<file path="config.mk">
export PLATFORM = sky130hd
export DESIGN_NAME = fan_dwell_controller_flat
export DESIGN_NICKNAME = d
export VERILOG_FILES = /design/src/rtl/fan_dwell_controller_if.sv /design/src/rtl/fan_dwell_controller.sv /design/src/flat_wrapper.sv
export SDC_FILE = /design/constraint.sdc
export NUM_CORES = 1
export LEC_CHECK = 0
export ABC_AREA = 1
export CAP_MARGIN = 30
export CORE_UTILIZATION = 35
export DETAILED_ROUTE_END_ITERATION = 16
export GPL_ROUTABILITY_DRIVEN = 0
export PLACE_DENSITY_LB_ADDON = 0.2
export RECOVER_POWER = 50
export SLEW_MARGIN = 30
export SYNTH_ARGS = -nofsm -noshare
export SYNTH_HDL_FRONTEND = slang
export SYNTH_SLANG_ARGS = --single-unit
</file>
<file path="constraint.sdc">
create_clock -name clk -period 3.4 [get_ports clk]
set_input_delay 0.51 -clock clk [delete_from_list [all_inputs] [get_ports clk]]
set_output_delay 0.51 -clock clk [all_outputs]
set_load 0.05 [all_outputs]
</file>
<file path="src/rtl/fan_dwell_controller_if.sv">
// Signal bundle between the thermostat comparator side and the fan dwell controller.
// There is no valid/ready handshake: every signal is a level. The controller samples
// fanOn, presetTemp and currentTemp on every rising clock edge, and its outputs hold a
// stable value for the whole cycle after each edge.
interface fan_dwell_controller_if;
  logic       fanOn;
  logic [2:0] presetTemp;
  logic [2:0] currentTemp;
  logic       fanEnable;
  logic       fanPwm;
  logic [2:0] fanDuty;
  logic [1:0] fanState;
  logic       dwellBusy;

  // Request/temperature source (comparator side or testbench)
  modport master (
    output fanOn, presetTemp, currentTemp,
    input  fanEnable, fanPwm, fanDuty, fanState, dwellBusy
  );

  // Fan dwell controller
  modport slave (
    input  fanOn, presetTemp, currentTemp,
    output fanEnable, fanPwm, fanDuty, fanState, dwellBusy
  );
endinterface

</file>
<file path="src/rtl/fan_dwell_controller.sv">
// Fan dwell controller: debounces the comparator's fanOn request, applies a full-power
// spin-up burst on every start, enforces minimum on/off dwell times so the fan never
// short-cycles, and drives a 7-step PWM whose duty follows the temperature excess.
// All outputs decode from registered state; inputs never reach outputs combinationally.
module fan_dwell_controller #(
  parameter int FILTER_LEN     = 3,
  parameter int SPINUP_CYCLES  = 4,
  parameter int MIN_ON_CYCLES  = 16,
  parameter int MIN_OFF_CYCLES = 16,
  parameter int CNT_W          = 8
) (
  input logic                   clk,
  input logic                   reset,
  fan_dwell_controller_if.slave bus
);

  typedef enum logic [1:0] {
    ST_OFF      = 2'b00,
    ST_SPINUP   = 2'b01,
    ST_RUN      = 2'b10,
    ST_HOLD_OFF = 2'b11
  } state_t;

  // Terminal counter values, sized to the counter width once
  localparam logic [CNT_W-1:0] FILT_LAST = CNT_W'(FILTER_LEN - 1);
  localparam logic [CNT_W-1:0] SPIN_LAST = CNT_W'(SPINUP_CYCLES - 1);
  localparam logic [CNT_W-1:0] ON_LAST   = CNT_W'(MIN_ON_CYCLES - 1);
  localparam logic [CNT_W-1:0] OFF_LAST  = CNT_W'(MIN_OFF_CYCLES - 1);
  localparam logic [2:0]       PWM_LAST  = 3'd6;

  state_t           state_q, state_d;
  logic             filt_q, filt_d;
  logic [CNT_W-1:0] filt_cnt_q, filt_cnt_d;
  logic [CNT_W-1:0] on_timer_q, on_timer_d;
  logic [CNT_W-1:0] off_timer_q, off_timer_d;
  logic [2:0]       pwm_cnt_q, pwm_cnt_d;
  logic [2:0]       duty_q, duty_d;

  logic             fan_enable;
  logic             fan_pwm;
  logic [2:0]       fan_duty;
  logic             dwell_busy;

  // Request debounce: filt only follows fanOn after FILTER_LEN consecutive disagreeing
  // samples; any agreeing sample restarts the count.
  always_comb begin
    filt_d     = filt_q;
    filt_cnt_d = '0;
    if (bus.fanOn != filt_q) begin
      if (filt_cnt_q == FILT_LAST) begin
        filt_d     = ~filt_q;
        filt_cnt_d = '0;
      end else begin
        filt_cnt_d = filt_cnt_q + 1'b1;
      end
    end
  end

  // Duty target from the temperature excess, never below 1/7 while running.
  // Registered so the fan outputs depend on no input combinationally.
  always_comb begin
    logic [2:0] delta;
    delta = 3'd0;
    if (bus.currentTemp > bus.presetTemp) begin
      delta = bus.currentTemp - bus.presetTemp;
    end
    duty_d = (delta == 3'd0) ? 3'd1 : delta;
  end

  // Free-running PWM phase counter, period 7 (0..6)
  always_comb begin
    pwm_cnt_d = (pwm_cnt_q == PWM_LAST) ? 3'd0 : pwm_cnt_q + 3'd1;
  end

  // Dwell FSM next-state and timer updates. The FSM looks at the registered filt, so a
  // request must already be settled in filt before an edge to steer that edge.
  always_comb begin
    state_d     = state_q;
    on_timer_d  = on_timer_q;
    off_timer_d = off_timer_q;
    case (state_q)
      ST_OFF: begin
        if (filt_q) begin
          state_d    = ST_SPINUP;
          on_timer_d = '0;
        end
      end
      ST_SPINUP: begin
        // Request changes are ignored until the burst is done
        if (on_timer_q != ON_LAST) begin
          on_timer_d = on_timer_q + 1'b1;
        end
        if (on_timer_q == SPIN_LAST) begin
          state_d = ST_RUN;
        end
      end
      ST_RUN: begin
        if (on_timer_q != ON_LAST) begin
          on_timer_d = on_timer_q + 1'b1;
        end
        if (!filt_q && (on_timer_q == ON_LAST)) begin
          state_d     = ST_HOLD_OFF;
          off_timer_d = '0;
        end
      end
      ST_HOLD_OFF: begin
        // Request changes are ignored until the off dwell is served; a pending start
        // then goes straight to SPINUP without passing through OFF.
        if (off_timer_q != OFF_LAST) begin
          off_timer_d = off_timer_q + 1'b1;
        end
        if (off_timer_q == OFF_LAST) begin
          if (filt_q) begin
            state_d    = ST_SPINUP;
            on_timer_d = '0;
          end else begin
            state_d = ST_OFF;
          end
        end
      end
      default: begin
        state_d = ST_OFF;
      end
    endcase
  end

  // State and counter registers; reset wins over every other event
  always_ff @(posedge clk) begin
    if (reset) begin
      state_q     <= ST_OFF;
      filt_q      <= 1'b0;
      filt_cnt_q  <= '0;
      on_timer_q  <= '0;
      off_timer_q <= '0;
      pwm_cnt_q   <= 3'd0;
      duty_q      <= 3'd0;
    end else begin
      state_q     <= state_d;
      filt_q      <= filt_d;
      filt_cnt_q  <= filt_cnt_d;
      on_timer_q  <= on_timer_d;
      off_timer_q <= off_timer_d;
      pwm_cnt_q   <= pwm_cnt_d;
      duty_q      <= duty_d;
    end
  end

  // Output decode from registered state, timers and PWM phase only
  always_comb begin
    fan_enable = 1'b0;
    fan_pwm    = 1'b0;
    fan_duty   = 3'd0;
    dwell_busy = 1'b0;
    case (state_q)
      ST_SPINUP: begin
        fan_enable = 1'b1;
        fan_pwm    = 1'b1;
        dwell_busy = 1'b1;
      end
      ST_RUN: begin
        fan_enable = 1'b1;
        fan_duty   = duty_q;
        fan_pwm    = (pwm_cnt_q < duty_q);
        dwell_busy = (on_timer_q < ON_LAST);
      end
      ST_HOLD_OFF: begin
        dwell_busy = 1'b1;
      end
      default: begin
        fan_enable = 1'b0;
      end
    endcase
  end

  assign bus.fanEnable = fan_enable;
  assign bus.fanPwm    = fan_pwm;
  assign bus.fanDuty   = fan_duty;
  assign bus.fanState  = state_q;
  assign bus.dwellBusy = dwell_busy;

endmodule
</file>
<file path="src/flat_wrapper.sv">
// flat-port wrapper written by rule: the top's interface ports become plain ports
module fan_dwell_controller_flat 
#(
  parameter int FILTER_LEN     = 3,
  parameter int SPINUP_CYCLES  = 4,
  parameter int MIN_ON_CYCLES  = 16,
  parameter int MIN_OFF_CYCLES = 16,
  parameter int CNT_W          = 8
)
  (clk, reset, bus_fanOn, bus_presetTemp, bus_currentTemp, bus_fanEnable, bus_fanPwm, bus_fanDuty, bus_fanState, bus_dwellBusy);
  fan_dwell_controller_if bus_i ();
  input logic clk;
  input logic reset;
  input wire logic [$bits(bus_i.fanOn)-1:0] bus_fanOn;
  input wire logic [$bits(bus_i.presetTemp)-1:0] bus_presetTemp;
  input wire logic [$bits(bus_i.currentTemp)-1:0] bus_currentTemp;
  output wire logic [$bits(bus_i.fanEnable)-1:0] bus_fanEnable;
  output wire logic [$bits(bus_i.fanPwm)-1:0] bus_fanPwm;
  output wire logic [$bits(bus_i.fanDuty)-1:0] bus_fanDuty;
  output wire logic [$bits(bus_i.fanState)-1:0] bus_fanState;
  output wire logic [$bits(bus_i.dwellBusy)-1:0] bus_dwellBusy;
  assign bus_i.fanOn = bus_fanOn;
  assign bus_i.presetTemp = bus_presetTemp;
  assign bus_i.currentTemp = bus_currentTemp;
  assign bus_fanEnable = bus_i.fanEnable;
  assign bus_fanPwm = bus_i.fanPwm;
  assign bus_fanDuty = bus_i.fanDuty;
  assign bus_fanState = bus_i.fanState;
  assign bus_dwellBusy = bus_i.dwellBusy;
  fan_dwell_controller #(.FILTER_LEN(FILTER_LEN), .SPINUP_CYCLES(SPINUP_CYCLES), .MIN_ON_CYCLES(MIN_ON_CYCLES), .MIN_OFF_CYCLES(MIN_OFF_CYCLES), .CNT_W(CNT_W)) u_core (.clk(clk), .reset(reset), .bus(bus_i));
endmodule
</file>
### Word level (Yosys, flattened, before mapping)

Index checks and enable logic that the tools add are counted.

| cells by class | value |
|---|---|
| $add $sub $neg | 5 |
| $mul | 0 |
| div/mod/pow operators | 0 |
| order comparisons | 3 |
| equality and inequality tests | 17 |
| shift operators | 0 |
| multiplexer cells | 19 |
| bitwise logic cells | 2 |
| reductions and logical operators | 14 |

Operator list:

| cell | count |
|---|---|
| $mux W8 | 5 |
| $add A8 B1 Y8 const B | 3 |
| $pmux W8 S3 | 1 |
| $eq A8 B2 Y1 const B | 2 |
| $eq A8 B4 Y1 const B | 2 |
| $ne A8 B4 Y1 const B | 2 |
| $pmux W8 S2 | 1 |
| $ne A2 B1 Y1 const B | 6 |
| $lt A8 B4 Y1 const B | 1 |
| $mux W2 | 4 |
| $pmux W2 S4 | 1 |
| $reduce_or A2 Y1 | 4 |
| $mux W3 | 2 |
| $eq A2 B2 Y1 const B | 2 |
| $pmux W1 S2 | 2 |
| $reduce_and A2 Y1 | 2 |
| $reduce_and A4 Y1 | 1 |
| $add A3 B1 Y3 const B | 1 |
| $eq A3 B3 Y1 const B | 1 |
| $gt A3 B3 Y1 | 1 |
| $logic_not A3 Y1 | 1 |
| $lt A3 B3 Y1 | 1 |
| $mux W1 | 3 |
| $reduce_and A3 Y1 | 1 |
| 9 further kinds | 10 |

| word-level totals | value |
|---|---|
| bits in registers | 33 |
| latch bits | 0 |
| RAM bits | 0 |
| ROM bits | 0 |
| input port bits | 9 |
| output and inout bits | 8 |
| logic and storage cells | 68 |
| memories kept | 0 |

### Logic depth before layout (Yosys ltp)

Gate-level depths: netlist of the first run.

| depth | value |
|---|---|
| word-level depth | 4 |
| depth in mapped cells | 10 |
| gate-level depth less buffers | 10 |

### Least setup slack after synthesis of the first run

No wires, ideal clock.

| timing | value |
|---|---|
| path kind | register to output |
| from | register u_core.state_q[0], in the netlist u_core.bus.fanState[0] |
| to | output bus_fanPwm |
| arrival time | 2.568 ns |
| required time | 2.890 ns |
| setup slack | 0.322 ns |
| stages on the path, launching flop included | 5 |
| buffers on the path | 0 |
| path through | dfxtp_1 > inv_1 > ha_1 > inv_1 > a21oi_1 |

| on the way | value |
|---|---|
| longest elaborated chain between the ends | 2 |
| elaborated cells between the ends (all ways) | 3 |
| those cells by class | 2 x eq/ne; 1 x mux |

Ends and longest elaborated chain:

| what | RTL line | source |
|---|---|---|
| from (decl) | fan_dwell_controller.sv:31 | `state_t state_q, state_d;` |
| from (signal assigned) | fan_dwell_controller.sv:138 | `state_q <= state_d;` |
| $eq A2 B2 Y1 / $eq A2 B1 Y1 (equally long branches) | fan_dwell_controller.sv:154 | `case (state_q)` |
| $pmux W1 S2 * | fan_dwell_controller.sv:154 |  |
| to (decl) | flat_wrapper.sv:18 | `output wire logic [$bits(bus_i.fanPwm)-1:0] bus_fanPwm;` |

Every way passes the cells marked *; elsewhere a longest branch is shown, timed or not.

### Worst setup path in the final report of the first run

Same ends and word-level chain as after synthesis.

==> impl_metrics.ini, run 1 <==
[run_status]
outcome = finished clean

[grt]
globalRoute.totalOverflow = 0
first_pass_grt_wire_length_um = 6851
number_of_antenna_violations_at_the_first_check_in_global_routing = 0
grt_util_all_layers_pct = 14.41
maximum_number_of_pins_on_one_net_before_global_route_repair = 14
first_global_vias = 1575

[clocking]
htree_levels = 2
cts_max_path_buffers = 2
cts_setup_buffers = 0
cell_chosen_for_the_clock_root = sky130_fd_sc_hd__clkbuf_8
clkLatencyLatePin_ns = 0.29
clock_tree_from_tritoncts = yes
cts_resized = 0
cts_buffers = 5
tritoncts_num_sinks = 33
clk_pin_slew_worst_paths_ns = 0.08
ctsHoldBuffers = 0

[placement]
hpwlAfterDp_um = 2880
dp_worst_setup_slack_ns = 0.7596
io_buffers = 16

[detailed_routing]
top_layer = met4
met3_wirelength_um = 100
wirelength_met1_um = 2056
initialDrtViolationCount = 31
met2RoutedLength_um = 1708
dr_total_vias = 1748
post_detailed_route_via_to_cell_ratio = 4.637
firstDrtPassIters = 4
routed_wire_length_per_instance_um = 10.27
ant_nets = 0
wirelength_um = 3873
route.detailed.drc = 0

[synthesis]
synth_top_cell_area_share_pct = 33.57
syn_std_cell_area_um2 = 1968
postSynthRegisterBits = 33
synth-seq-area-share_pct = 33.57
mappedNetlistNets = 313
synth_area_per_cell_um2 = 6.858
synthesis.yosys.warnings = 0
postSynthCellCount = 287
ys_top_cells_by_area = sky130_fd_sc_hd__dfxtp_1 (34%), sky130_fd_sc_hd__nor2_1 (11%), sky130_fd_sc_hd__ha_1 (10%)
post-synth-top-area-cell = sky130_fd_sc_hd__dfxtp_1
synth_cell_type_count = 28

[timing]
fin_setup_tns_ns = 0
post-route-period-util_pct = 87.26
slew-limit-headroom_pct = 60.83
worst_slack_ns = 0.4330
timing_worst_slew_pin_value_ns = 0.5856
max_freq_mhz = 337.0
finalCriticalPeriod_ns = 2.967
maxSlewViolCount = 0
unrepaired_setup_endpoints_after_global_routing = false
worst_clock_skew_ns = 0.01049
finalSetupViolations = 0
hold_viol_final = 0
fin_hold_ws_ns = 0.4546

[setup_path]
timing.critical_path.buf_inv = 3
setup.worst_path.start_class = flip-flop
cp_slowest_stage_delay_ns = 0.83
cp_common_cell = sky130_fd_sc_hd__inv_1
crit_type = reg2out
required_ns = 2.89
critical_path.endpoint_type = output pin
worstPathMaxFanout = 8
crit_family = buffers and inverters
timing.critical_path.cells = inv_1 -> ha_1 -> inv_1 -> a21oi_1 -> clkdlybuf4s50_1
worst_ep_arrival_time_ns = 2.46
slowest_library_cell_on_the_worst_path = sky130_fd_sc_hd__clkdlybuf4s50_1

[layout]
design.final.nets = 332
num_antenna_cells = 0
final_layout_size_suffix_gt1_share_pct = 4.560
multi_input_comb_area_um2 = 1129
seq_area_um2 = 660.6
synthToLayoutAreaGrowth_pct = 16.78
fillCellCount = 580

[die]
initial_utilization_pct = 37.35
core-area_um2 = 5270
dieHeight_um = 76.99
row_count = 26
dieWidth_um = 76.99
ioPinCount = 17
die_area_um2 = 5927

[power]
p_sw_share_pct = 38.41
share_seq_of_total_power_pct = 35.9
finalPower_uw = 1305
clock_power_share_pct = 28.7
power_frac_comb_pct = 35.4
power_density_nw_per_um2 = 567.8
switchingPower_uw = 501.3
irDropWorstVdd_v = 0.0003154
internal-power_uw = 803.8
cellLeakagePower_uw = 0.0009761

[flow_run]
drv_cap = 0

[hold_path]
worst_hold_path_type = reg2reg
-- layout by cell type, fill, tap and decap left out, types with 2 or more instances in the layout --
cell / count
sky130_fd_sc_hd__nand2_1: 54
sky130_fd_sc_hd__dfxtp_1: 33
sky130_fd_sc_hd__ha_1: 16
sky130_fd_sc_hd__nand3_1: 21
sky130_fd_sc_hd__nand4_1: 4
sky130_fd_sc_hd__nor2_2: 2
sky130_fd_sc_hd__nor2_1: 59
sky130_fd_sc_hd__inv_1: 38
sky130_fd_sc_hd__nand3_2: 2
sky130_fd_sc_hd__nor3b_1: 4
sky130_fd_sc_hd__a21oi_1: 17
sky130_fd_sc_hd__xnor2_1: 3
sky130_fd_sc_hd__dlygate4sd3_1: 2
sky130_fd_sc_hd__clkdlybuf4s50_1: 14
sky130_fd_sc_hd__clkbuf_8: 5
sky130_fd_sc_hd__xor2_1: 5
sky130_fd_sc_hd__nor3_1: 3
sky130_fd_sc_hd__o21ai_0: 13
-- sequential cells by signal, indices dropped and copies added, names as in the netlist --
signal               count
u_core.filt_q            1
u_core.filt_cnt_q        8
u_core.on_timer_q        8
u_core.off_timer_q       8
u_core.pwm_cnt_q         3
u_core.bus.fanState      2
u_core.duty_q            3
-- cell type report --
cell class / instances / share of cell area [%]
multi-input combinational: 211 / 49.10
sequential: 33 / 28.74
timing repair buffer: 16 / 6.968
inverter: 39 / 6.369
tap: 70 / 3.811
clock buffer: 5 / 2.994
clock inverter: 3 / 2.014
-- metrics by stage --
stage                     instances  area [um2]  utilization [%]
after detailed placement        369        2193            41.62
final                           377        2298            43.61
after global placement          369        2193            41.62
after CTS                       377        2308            43.80
after global routing            377        2298            43.61
after floorplan                 287        1968                -
-- cell families (layout without fill, tap and decap cells) --
logic type / Yosys count / count (layout) / synth area share [%]
xor+xnor: 8 / 8 / 3.560
buf+inv: 43 / 63 / 8.582
compound gates: 34 / 34 / 9.218
fa+ha+maj: 17 / 17 / 11.19
flops: 33 / 33 / 33.57
simple gates: 152 / 152 / 33.88
-- cell usage after synthesis --
cell type,count
sky130_fd_sc_hd__a21oi_1,17
sky130_fd_sc_hd__a31oi_1,1
sky130_fd_sc_hd__a41oi_1,1
sky130_fd_sc_hd__and2_1,1
sky130_fd_sc_hd__buf_6,1
sky130_fd_sc_hd__clkbuf_1,3
sky130_fd_sc_hd__clkinv_1,1
sky130_fd_sc_hd__dfxtp_1,33
sky130_fd_sc_hd__fa_1,1
sky130_fd_sc_hd__ha_1,16
sky130_fd_sc_hd__inv_1,37
sky130_fd_sc_hd__inv_2,1
sky130_fd_sc_hd__nand2_1,52
sky130_fd_sc_hd__nand2_2,1
sky130_fd_sc_hd__nand2_4,2
sky130_fd_sc_hd__nand3_1,21
sky130_fd_sc_hd__nand3_2,2
sky130_fd_sc_hd__nand3b_1,1
sky130_fd_sc_hd__nand4_1,4
sky130_fd_sc_hd__nor2_1,59
sky130_fd_sc_hd__nor2_2,2
sky130_fd_sc_hd__nor3_1,3
sky130_fd_sc_hd__nor3b_1,4
sky130_fd_sc_hd__o21ai_0,13
sky130_fd_sc_hd__o21ai_2,1
sky130_fd_sc_hd__o21bai_1,1
sky130_fd_sc_hd__xnor2_1,3
sky130_fd_sc_hd__xor2_1,5
-- worst paths after layout --
check / startpoint / to / slack (ns) / cells after the start
worst max-delay path: u_core.bus.fanState[0] / bus_fanPwm / 0.43 / 5
worst min-delay path: u_core.pwm_cnt_q[0] / u_core.pwm_cnt_q[0] / 0.45 / 1
worst max register to register: u_core.bus.fanState[0] / u_core.off_timer_q[1] / 1.45 / 9
worst min register to register: u_core.pwm_cnt_q[0] / u_core.pwm_cnt_q[0] / 0.45 / 1
-- routing by layer --
layer | global-route usage, % | vias up
met1 | 18.86 | 775
met2 | 22.41 | 20
met4 | 3.396 | 0
met5 | 0 | -
li1 | - | 951
met3 | 5.238 | 2
-- power groups by stage --
stage	Combinational (uW)	Sequential [uW]	Clock, uW
CTS	474	468	392
global placement	474	475	0
finish	462	468	375
global route	524	476	412
floorplan	348	490	0
detailed placement	471	477	0
Power figures use the tool's default switching activity.
==> inputs of run 2 (changes only) <==
--- a/config.mk
+++ b/config.mk
@@ -8,6 +8,7 @@
 export ABC_AREA = 1
 export CAP_MARGIN = 30
 export CORE_UTILIZATION = 35
+export CTS_CLUSTER_SIZE = 14
 export DETAILED_ROUTE_END_ITERATION = 16
 export GPL_ROUTABILITY_DRIVEN = 0
 export PLACE_DENSITY_LB_ADDON = 0.2
==> results of run 2 <==
No change in the layout: final DEF, timing and power equal those of run 1.
